<file path="config.mk">
export PLATFORM = sky130hd
export DESIGN_NAME = jtag_tap_responder
export DESIGN_NICKNAME = d
export VERILOG_FILES = /design/src/rtl/jtag_pkg.sv /design/src/rtl/jtag_sync_edge.sv /design/src/rtl/jtag_tap_responder.sv
export SDC_FILE = /design/constraint.sdc
export NUM_CORES = 1
export LEC_CHECK = 0
export CAP_MARGIN = 10
export CORE_ASPECT_RATIO = 1.2
export CORE_UTILIZATION = 51
export DETAILED_ROUTE_END_ITERATION = 12
export PLACE_DENSITY = 0.79
export SYNTH_ARGS = -nofsm -noshare
export SYNTH_HDL_FRONTEND = slang
export SYNTH_SLANG_ARGS = --single-unit
</file>
<file path="constraint.sdc">
create_clock -name clock -period 1.9 [get_ports clock]
set_input_delay 0.285 -clock clock [delete_from_list [all_inputs] [get_ports clock]]
set_output_delay 0.285 -clock clock [all_outputs]
set_load 0.1 [all_outputs]
</file>
<file path="src/rtl/jtag_pkg.sv">
// jtag_pkg: shared definitions for the JTAG TAP responder.
//   - tap_state_t : TAP controller state encodings (IEEE 1149.1 style)
//   - IR_WIDTH and the IDCODE / USER / BYPASS opcodes
//   - tap_next_state() : TAP controller transition on a TCK rise
//   - is_shift_state() : true for Shift-DR / Shift-IR
package jtag_pkg;

  localparam int IR_WIDTH = 5;

  localparam logic [IR_WIDTH-1:0] OP_IDCODE  = 5'h01;
  localparam logic [IR_WIDTH-1:0] OP_USER    = 5'h10;
  localparam logic [IR_WIDTH-1:0] OP_BYPASS  = 5'h1F;
  localparam logic [IR_WIDTH-1:0] IR_CAPTURE = 5'b00001;

  typedef enum logic [3:0] {
    TAP_EXIT2_DR   = 4'h0,
    TAP_EXIT1_DR   = 4'h1,
    TAP_SHIFT_DR   = 4'h2,
    TAP_PAUSE_DR   = 4'h3,
    TAP_SELECT_IR  = 4'h4,
    TAP_UPDATE_DR  = 4'h5,
    TAP_CAPTURE_DR = 4'h6,
    TAP_SELECT_DR  = 4'h7,
    TAP_EXIT2_IR   = 4'h8,
    TAP_EXIT1_IR   = 4'h9,
    TAP_SHIFT_IR   = 4'hA,
    TAP_PAUSE_IR   = 4'hB,
    TAP_IDLE       = 4'hC,
    TAP_UPDATE_IR  = 4'hD,
    TAP_CAPTURE_IR = 4'hE,
    TAP_RESET      = 4'hF
  } tap_state_t;

  function automatic tap_state_t tap_next_state(input tap_state_t cur, input logic tms);
    tap_state_t nxt;
    case (cur)
      TAP_RESET:      nxt = tms ? TAP_RESET     : TAP_IDLE;
      TAP_IDLE:       nxt = tms ? TAP_SELECT_DR : TAP_IDLE;
      TAP_SELECT_DR:  nxt = tms ? TAP_SELECT_IR : TAP_CAPTURE_DR;
      TAP_CAPTURE_DR: nxt = tms ? TAP_EXIT1_DR  : TAP_SHIFT_DR;
      TAP_SHIFT_DR:   nxt = tms ? TAP_EXIT1_DR  : TAP_SHIFT_DR;
      TAP_EXIT1_DR:   nxt = tms ? TAP_UPDATE_DR : TAP_PAUSE_DR;
      TAP_PAUSE_DR:   nxt = tms ? TAP_EXIT2_DR  : TAP_PAUSE_DR;
      TAP_EXIT2_DR:   nxt = tms ? TAP_UPDATE_DR : TAP_SHIFT_DR;
      TAP_UPDATE_DR:  nxt = tms ? TAP_SELECT_DR : TAP_IDLE;
      TAP_SELECT_IR:  nxt = tms ? TAP_RESET     : TAP_CAPTURE_IR;
      TAP_CAPTURE_IR: nxt = tms ? TAP_EXIT1_IR  : TAP_SHIFT_IR;
      TAP_SHIFT_IR:   nxt = tms ? TAP_EXIT1_IR  : TAP_SHIFT_IR;
      TAP_EXIT1_IR:   nxt = tms ? TAP_UPDATE_IR : TAP_PAUSE_IR;
      TAP_PAUSE_IR:   nxt = tms ? TAP_EXIT2_IR  : TAP_PAUSE_IR;
      TAP_EXIT2_IR:   nxt = tms ? TAP_UPDATE_IR : TAP_SHIFT_IR;
      TAP_UPDATE_IR:  nxt = tms ? TAP_SELECT_DR : TAP_IDLE;
      default:        nxt = TAP_RESET;
    endcase
    return nxt;
  endfunction

  function automatic logic is_shift_state(input tap_state_t s);
    return (s == TAP_SHIFT_DR) || (s == TAP_SHIFT_IR);
  endfunction

endpackage

</file>
<file path="src/rtl/jtag_sync_edge.sv">
// jtag_sync_edge: brings the asynchronous JTAG pins into the system clock
// domain and detects TCK edges.
// Ports:
//   clock, reset            system clock, synchronous active-high reset
//   tck, tms, tdi, trst_n   raw JTAG pins
//   tck_rise, tck_fall      one-cycle strobes on synchronized TCK edges
//   tms_sync, tdi_sync      synchronized TMS / TDI (aligned with the strobes)
//   trst_n_sync             synchronized active-low test reset
module jtag_sync_edge
  import jtag_pkg::*;
#(
  parameter int SYNC_STAGES = 2
) (
  input  logic clock,
  input  logic reset,
  input  logic tck,
  input  logic tms,
  input  logic tdi,
  input  logic trst_n,
  output logic tck_rise,
  output logic tck_fall,
  output logic tms_sync,
  output logic tdi_sync,
  output logic trst_n_sync
);

  // Bit order inside each stage: {trst_n, tdi, tms, tck}; idle pins are TCK=0, TMS=1, TDI=0, TRSTn=1.
  localparam logic [3:0] SYNC_RESET = 4'b1010;

  logic [3:0] sync_r [SYNC_STAGES];
  logic       tck_prev_r;

  // Synchronizer chain plus one extra TCK sample used for edge detection.
  always_ff @(posedge clock) begin
    if (reset) begin
      for (int i = 0; i < SYNC_STAGES; i++) begin
        sync_r[i] <= SYNC_RESET;
      end
      tck_prev_r <= 1'b0;
    end else begin
      sync_r[0] <= {trst_n, tdi, tms, tck};
      for (int i = 1; i < SYNC_STAGES; i++) begin
        sync_r[i] <= sync_r[i-1];
      end
      tck_prev_r <= sync_r[SYNC_STAGES-1][0];
    end
  end

  assign tck_rise    =  sync_r[SYNC_STAGES-1][0] & ~tck_prev_r;
  assign tck_fall    = ~sync_r[SYNC_STAGES-1][0] &  tck_prev_r;
  assign tms_sync    =  sync_r[SYNC_STAGES-1][1];
  assign tdi_sync    =  sync_r[SYNC_STAGES-1][2];
  assign trst_n_sync =  sync_r[SYNC_STAGES-1][3];

endmodule

</file>
<file path="src/rtl/jtag_tap_responder.sv">
// jtag_tap_responder: JTAG TAP controller running entirely in the system
// clock domain, with IDCODE, USER and BYPASS data registers.
// Ports:
//   clock, reset                 system clock, synchronous active-high reset
//   io_jtag_TCK/TMS/TDI/TRSTn    JTAG pins, sampled as data
//   io_jtag_TDO, tdo_en          test data out and its enable (Shift states only)
//   user_capture_data            loaded into the USER DR on Capture-DR
//   user_update_valid/_data      one-cycle pulse and held data on USER Update-DR
//   tap_state                    current TAP controller state
module jtag_tap_responder
  import jtag_pkg::*;
#(
  parameter logic [31:0] IDCODE      = 32'h0000_0001,
  parameter int          SYNC_STAGES = 2
) (
  input  logic        clock,
  input  logic        reset,
  input  logic        io_jtag_TCK,
  input  logic        io_jtag_TMS,
  input  logic        io_jtag_TDI,
  input  logic        io_jtag_TRSTn,
  output logic        io_jtag_TDO,
  output logic        tdo_en,
  input  logic [31:0] user_capture_data,
  output logic        user_update_valid,
  output logic [31:0] user_update_data,
  output logic [3:0]  tap_state
);

  logic tck_rise_s;
  logic tck_fall_s;
  logic tms_s;
  logic tdi_s;
  logic trst_n_s;

  jtag_sync_edge #(
    .SYNC_STAGES (SYNC_STAGES)
  ) u_sync (
    .clock       (clock),
    .reset       (reset),
    .tck         (io_jtag_TCK),
    .tms         (io_jtag_TMS),
    .tdi         (io_jtag_TDI),
    .trst_n      (io_jtag_TRSTn),
    .tck_rise    (tck_rise_s),
    .tck_fall    (tck_fall_s),
    .tms_sync    (tms_s),
    .tdi_sync    (tdi_s),
    .trst_n_sync (trst_n_s)
  );

  tap_state_t           state_r;
  tap_state_t           next_state_s;
  logic [IR_WIDTH-1:0]  ir_shift_r;
  logic [IR_WIDTH-1:0]  ir_active_r;
  logic [31:0]          dr_shift_r;
  logic [31:0]          dr_capture_s;
  logic                 user_sel_s;
  logic                 bypass_sel_s;
  logic                 tdo_r;
  logic                 tdo_en_r;
  logic                 upd_valid_r;
  logic [31:0]          upd_data_r;

  assign next_state_s = tap_next_state(state_r, tms_s);
  assign user_sel_s   = (ir_active_r == OP_USER);
  // Every opcode other than IDCODE and USER behaves as BYPASS.
  assign bypass_sel_s = (ir_active_r != OP_IDCODE) && !user_sel_s;
  assign dr_capture_s = (ir_active_r == OP_IDCODE) ? IDCODE :
                        user_sel_s                 ? user_capture_data : 32'h0000_0000;

  // TAP controller, shift/instruction registers and all outputs, stepped by synchronized TCK edges.
  always_ff @(posedge clock) begin
    upd_valid_r <= 1'b0;
    if (reset || !trst_n_s) begin
      // Reset wins over any TCK edge seen in the same cycle; a partial scan is dropped.
      state_r     <= TAP_RESET;
      ir_shift_r  <= 5'b00000;
      ir_active_r <= OP_IDCODE;
      dr_shift_r  <= 32'h0000_0000;
      tdo_r       <= 1'b0;
      tdo_en_r    <= 1'b0;
      upd_data_r  <= 32'h0000_0000;
    end else if (tck_rise_s) begin
      state_r  <= next_state_s;
      tdo_en_r <= is_shift_state(next_state_s);
      if (!is_shift_state(next_state_s)) begin
        tdo_r <= 1'b0;
      end
      // Capture/shift act on the rise that leaves the state, alongside the state change.
      case (state_r)
        TAP_CAPTURE_DR: dr_shift_r <= dr_capture_s;
        // BYPASS is a single-bit register, so TDI lands directly in bit 0.
        TAP_SHIFT_DR:   dr_shift_r <= bypass_sel_s ? {31'h0000_0000, tdi_s}
                                                   : {tdi_s, dr_shift_r[31:1]};
        TAP_CAPTURE_IR: ir_shift_r <= IR_CAPTURE;
        TAP_SHIFT_IR:   ir_shift_r <= {tdi_s, ir_shift_r[IR_WIDTH-1:1]};
        default: begin
        end
      endcase
      if (next_state_s == TAP_RESET) begin
        ir_active_r <= OP_IDCODE;
      end else if (next_state_s == TAP_UPDATE_IR) begin
        ir_active_r <= ir_shift_r;
      end
      if ((next_state_s == TAP_UPDATE_DR) && user_sel_s) begin
        upd_valid_r <= 1'b1;
        upd_data_r  <= dr_shift_r;
      end
    end else if (tck_fall_s) begin
      // TDO changes only on TCK falls, presenting the LSB of the active shift register.
      if (state_r == TAP_SHIFT_DR) begin
        tdo_r <= dr_shift_r[0];
      end else if (state_r == TAP_SHIFT_IR) begin
        tdo_r <= ir_shift_r[0];
      end else begin
        tdo_r <= 1'b0;
      end
    end
  end

  assign io_jtag_TDO       = tdo_r;
  assign tdo_en            = tdo_en_r;
  assign user_update_valid = upd_valid_r;
  assign user_update_data  = upd_data_r;
  assign tap_state         = state_r;

endmodule
</file>
==> impl_metrics.yaml, run 1 <==
run_status:
  status: "finished clean"
power_and_ir_drop:
  irDropWorstVdd_mv: 0.393
  power_density_nw_per_um2: 705
  combinationalPowerShare_pct: 6.0
  sw_frac_of_total_pct: 23.2
  power_frac_seq_pct: 56.0
  power_uw: 3390
  power_switching_uw: 786
  p_int_uw: 2600
  p_clk_share_pct: 38.0
  p_leak_uw: 0.00167
sta:
  period_needed_ns: 1.76
  finalSetupViolations: 0
  drv_slew: 0
  fmax_mhz: 569
  worstMarginPinSlew_ns: 0.384
  hold_viol: 0
  skew_ns: 0.00932
  slew_headroom_pct: 74.2
  finalCritPeriodShare_pct: 92.5
  rsz0062_at_grt: "no"
  tns_ns: 0
grt:
  grt_max_degree: 65
  grt_overflow: 0
  grt_pass1_vias: 3044
  grt.total_usage_pct: 23.1
  antenna_found_initial: 0
  grt_pass1_wl_um: 14100
detailed_routing:
  vias: 3196
  drtIter0Drc: 203
  antenna_left: 0
  wirelength_um: 8370
  via_per_inst: 5.53
  wl_per_cell_um: 14.5
  dr.pass1.iters: 4
  drc: 0
clocking:
  hold_buffers: 0
  root_buffer: "clkbuf_8"
  cts_tree: "yes"
  cts_num_sinks: 90
  clk_pin_slew_ns: 0.09
  numCtsBuffers: 9
  insertion_delay_ns: 0.35
  htree_levels: 3
  clockBufferDepth: 2
logic_synthesis:
  postSynthCellCount: 417
  synth-main-ff-cell: "dfxtp_1"
  yosysUniqueCellTypes: 43
  synth_area_leaders: "dfxtp_1 47%, mux2i_1 8.9%, nand2_1 7.7%"
  mappedNetlistArea_um2: 3810
  synth.top_cell.area_share_pct: 47.3
  ys_seq_elements: 90
  synth_nets: 455
  synth_seq_area_share_pct: 47.3
  syn_avg_cell_area_um2: 9.13
  synth_edf_count: 0
  yosysWarnings: 0
  synth_top_area_cell: "dfxtp_1"
  async_flop_share_pct: 0
finish:
  final_layout_size_suffix_gt1_share_pct: 17.4
  area_delta_synth_final_pct: 26.2
  num-nets-final: 522
  fin_util_pct: 66.4
  fill_cells: 598
  antenna_cells: 0
worst_setup_path:
  crit_fanout: 20
  end_kind: "flop"
  critPathArrivalTime_ns: 2.04
  crit_required_ns: 2.18
  start_kind: "flop"
  path_class: "reg -> reg"
floorplanning:
  die_h_um: 96.6
  die-area_um2: 7810
  initial_core_util_pct: 52.6
  num_rows: 34
  die-width_um: 80.9
  core-area_um2: 7230
  ios: 77
worst_hold_path:
  worst_hold_path_type: "reg -> reg"
placed_design:
  portBuffers: 76
  dp_hpwl_um: 5570
  gp_congestion: 0.817
flow_run:
  maxCapViolations: 0
[through the flow]
stage / hold slack [ns] / instances / cell area, µm² / worst slack (ns)
2_1_floorplan: 0.389 / 417 / 3820 / 0.0153
3_3_place_gp: 0.392 / 560 / 4590 / 0.215
3_5_place_dp: 0.396 / 560 / 4590 / 0.130
4_1_cts: 0.417 / 575 / 4780 / 0.106
5_1_grt: 0.445 / 578 / 4800 / 0.0190
6_report: 0.416 / 578 / 4800 / 0.142
[flip-flops by register name, indices dropped and copies added, names as in the netlist]
register and flops:
io_jtag_TDO 1, user_update_valid 1, u_sync.tck_prev_r 1, dr_shift_r 32
ir_active_r 5, u_sync.sync_r 8, ir_shift_r 5, tap_state 4
user_update_data 32, tdo_en 1
[synth_stat cells, types with 2 or more instances]
library cell	count
nand2b_1	5
nor3_1	2
mux2i_1	34
buf_6	2
clkbuf_1	18
a32o_1	2
nand2_1	78
nand4_1	2
buf_12	3
a21boi_0	2
and2b_1	2
inv_1	3
a22oi_1	32
nand3b_1	2
o21ai_0	4
nand4b_1	4
o211ai_1	2
a211oi_1	32
nor2b_1	9
a21oi_1	8
or2_2	4
dfxtp_1	90
o21ai_1	2
nor4_1	2
o31ai_1	2
nor2_1	40
buf_2	12
a22o_1	4
[layout by cell type, fill, tap and decap left out, drive strengths merged, types with 2 or more instances in the layout]
master | netlist | routed
nand2 | 78 | 78
clkinv | 0 | 2
o21ai | 6 | 6
mux2i | 34 | 34
inv | 3 | 5
a32o | 2 | 2
o211ai | 2 | 2
nand4 | 2 | 2
a22o | 4 | 4
dfxtp | 90 | 90
nor4 | 2 | 2
and2b | 2 | 2
and4 | 2 | 2
a211oi | 32 | 32
nor3 | 3 | 3
clkdlybuf4s50 | 0 | 37
or2 | 4 | 4
nor2 | 40 | 40
a21boi | 2 | 2
buf | 19 | 56
o31ai | 2 | 2
nor2b | 9 | 9
nand3b | 2 | 2
nand4b | 4 | 4
a21oi | 9 | 9
nand2b | 5 | 5
clkbuf | 18 | 9
a22oi | 32 | 32
[final cells by class]
class                      count  area (µm²)  share of cell area [%]
timing repair buffer          93         891                    18.6
clock buffer                   9         124                    2.58
multi-input combinational    287        1780                    37.1
tap                           90         113                    2.34
clock inverter                 6        65.1                    1.35
sequential                    90        1820                    37.8
inverter                       3        11.3                   0.234
[worst max-delay path, cell delays in order (launching register included)]
cell and delay (ns):
dfxtp_4 0.46, nor2_1 0.12, a2bb2oi_1 0.14, nor2_1 0.23
and4_4 0.35, buf_12 0.18, mux2i_1 0.20
[what timing repair did]
item,in CTS,in global routing
gates resized for setup,0,0
endpoints found under the setup margin,0,13
setup buffers,0,3
[layer usage]
layer,vias to the layer above,global-route usage (%),wire [µm]
met1,1477,30.0,3820
met3,18,3.87,399
li1,1612,-,-
met2,89,36.5,3940
met5,-,0,0
met4,0,11.1,199
[logic make-up after synthesis]
| group | after synthesis | share of synthesized area [%] |
|---|---|---|
| compound gates | 99 | 19.2 |
| buf+inv | 40 | 6.11 |
| flops | 90 | 47.3 |
| mux | 34 | 8.94 |
| simple gates | 154 | 18.4 |
[power groups by stage]
stage               registers (µW)  clock network (µW)  logic (µW)
floorplan                     1950                   0        80.7
global placement              1940                   0         201
detailed placement            1940                   0         201
CTS                           1900                1310         202
global route                  1900                1400         215
finish                        1900                1290         202
[path summary, 6_finish.rpt]
kind | startpoint | to | slack [ns] | depth (start not counted)
worst max-delay path | tap_state[2] | user_update_data[27] | 0.14 | 6
worst min-delay path | u_sync.sync_r[0][1] | u_sync.sync_r[0][5] | 0.42 | 1
worst max register to register | tap_state[2] | user_update_data[27] | 0.14 | 6
worst min register to register | u_sync.sync_r[0][1] | u_sync.sync_r[0][5] | 0.42 | 1
No activity file was read; power rests on OpenSTA's default activity.
==> run 2: changes to the inputs <==
--- a/config.mk
+++ b/config.mk
@@ -5,6 +5,7 @@
 export SDC_FILE = /design/constraint.sdc
 export NUM_CORES = 1
 export LEC_CHECK = 0
+export ABC_CLOCK_PERIOD_IN_PS = 1900
 export CAP_MARGIN = 10
 export CORE_ASPECT_RATIO = 1.2
 export CORE_UTILIZATION = 51
==> results of run 2 <==
No change in the layout: final DEF, timing and power equal those of run 1.
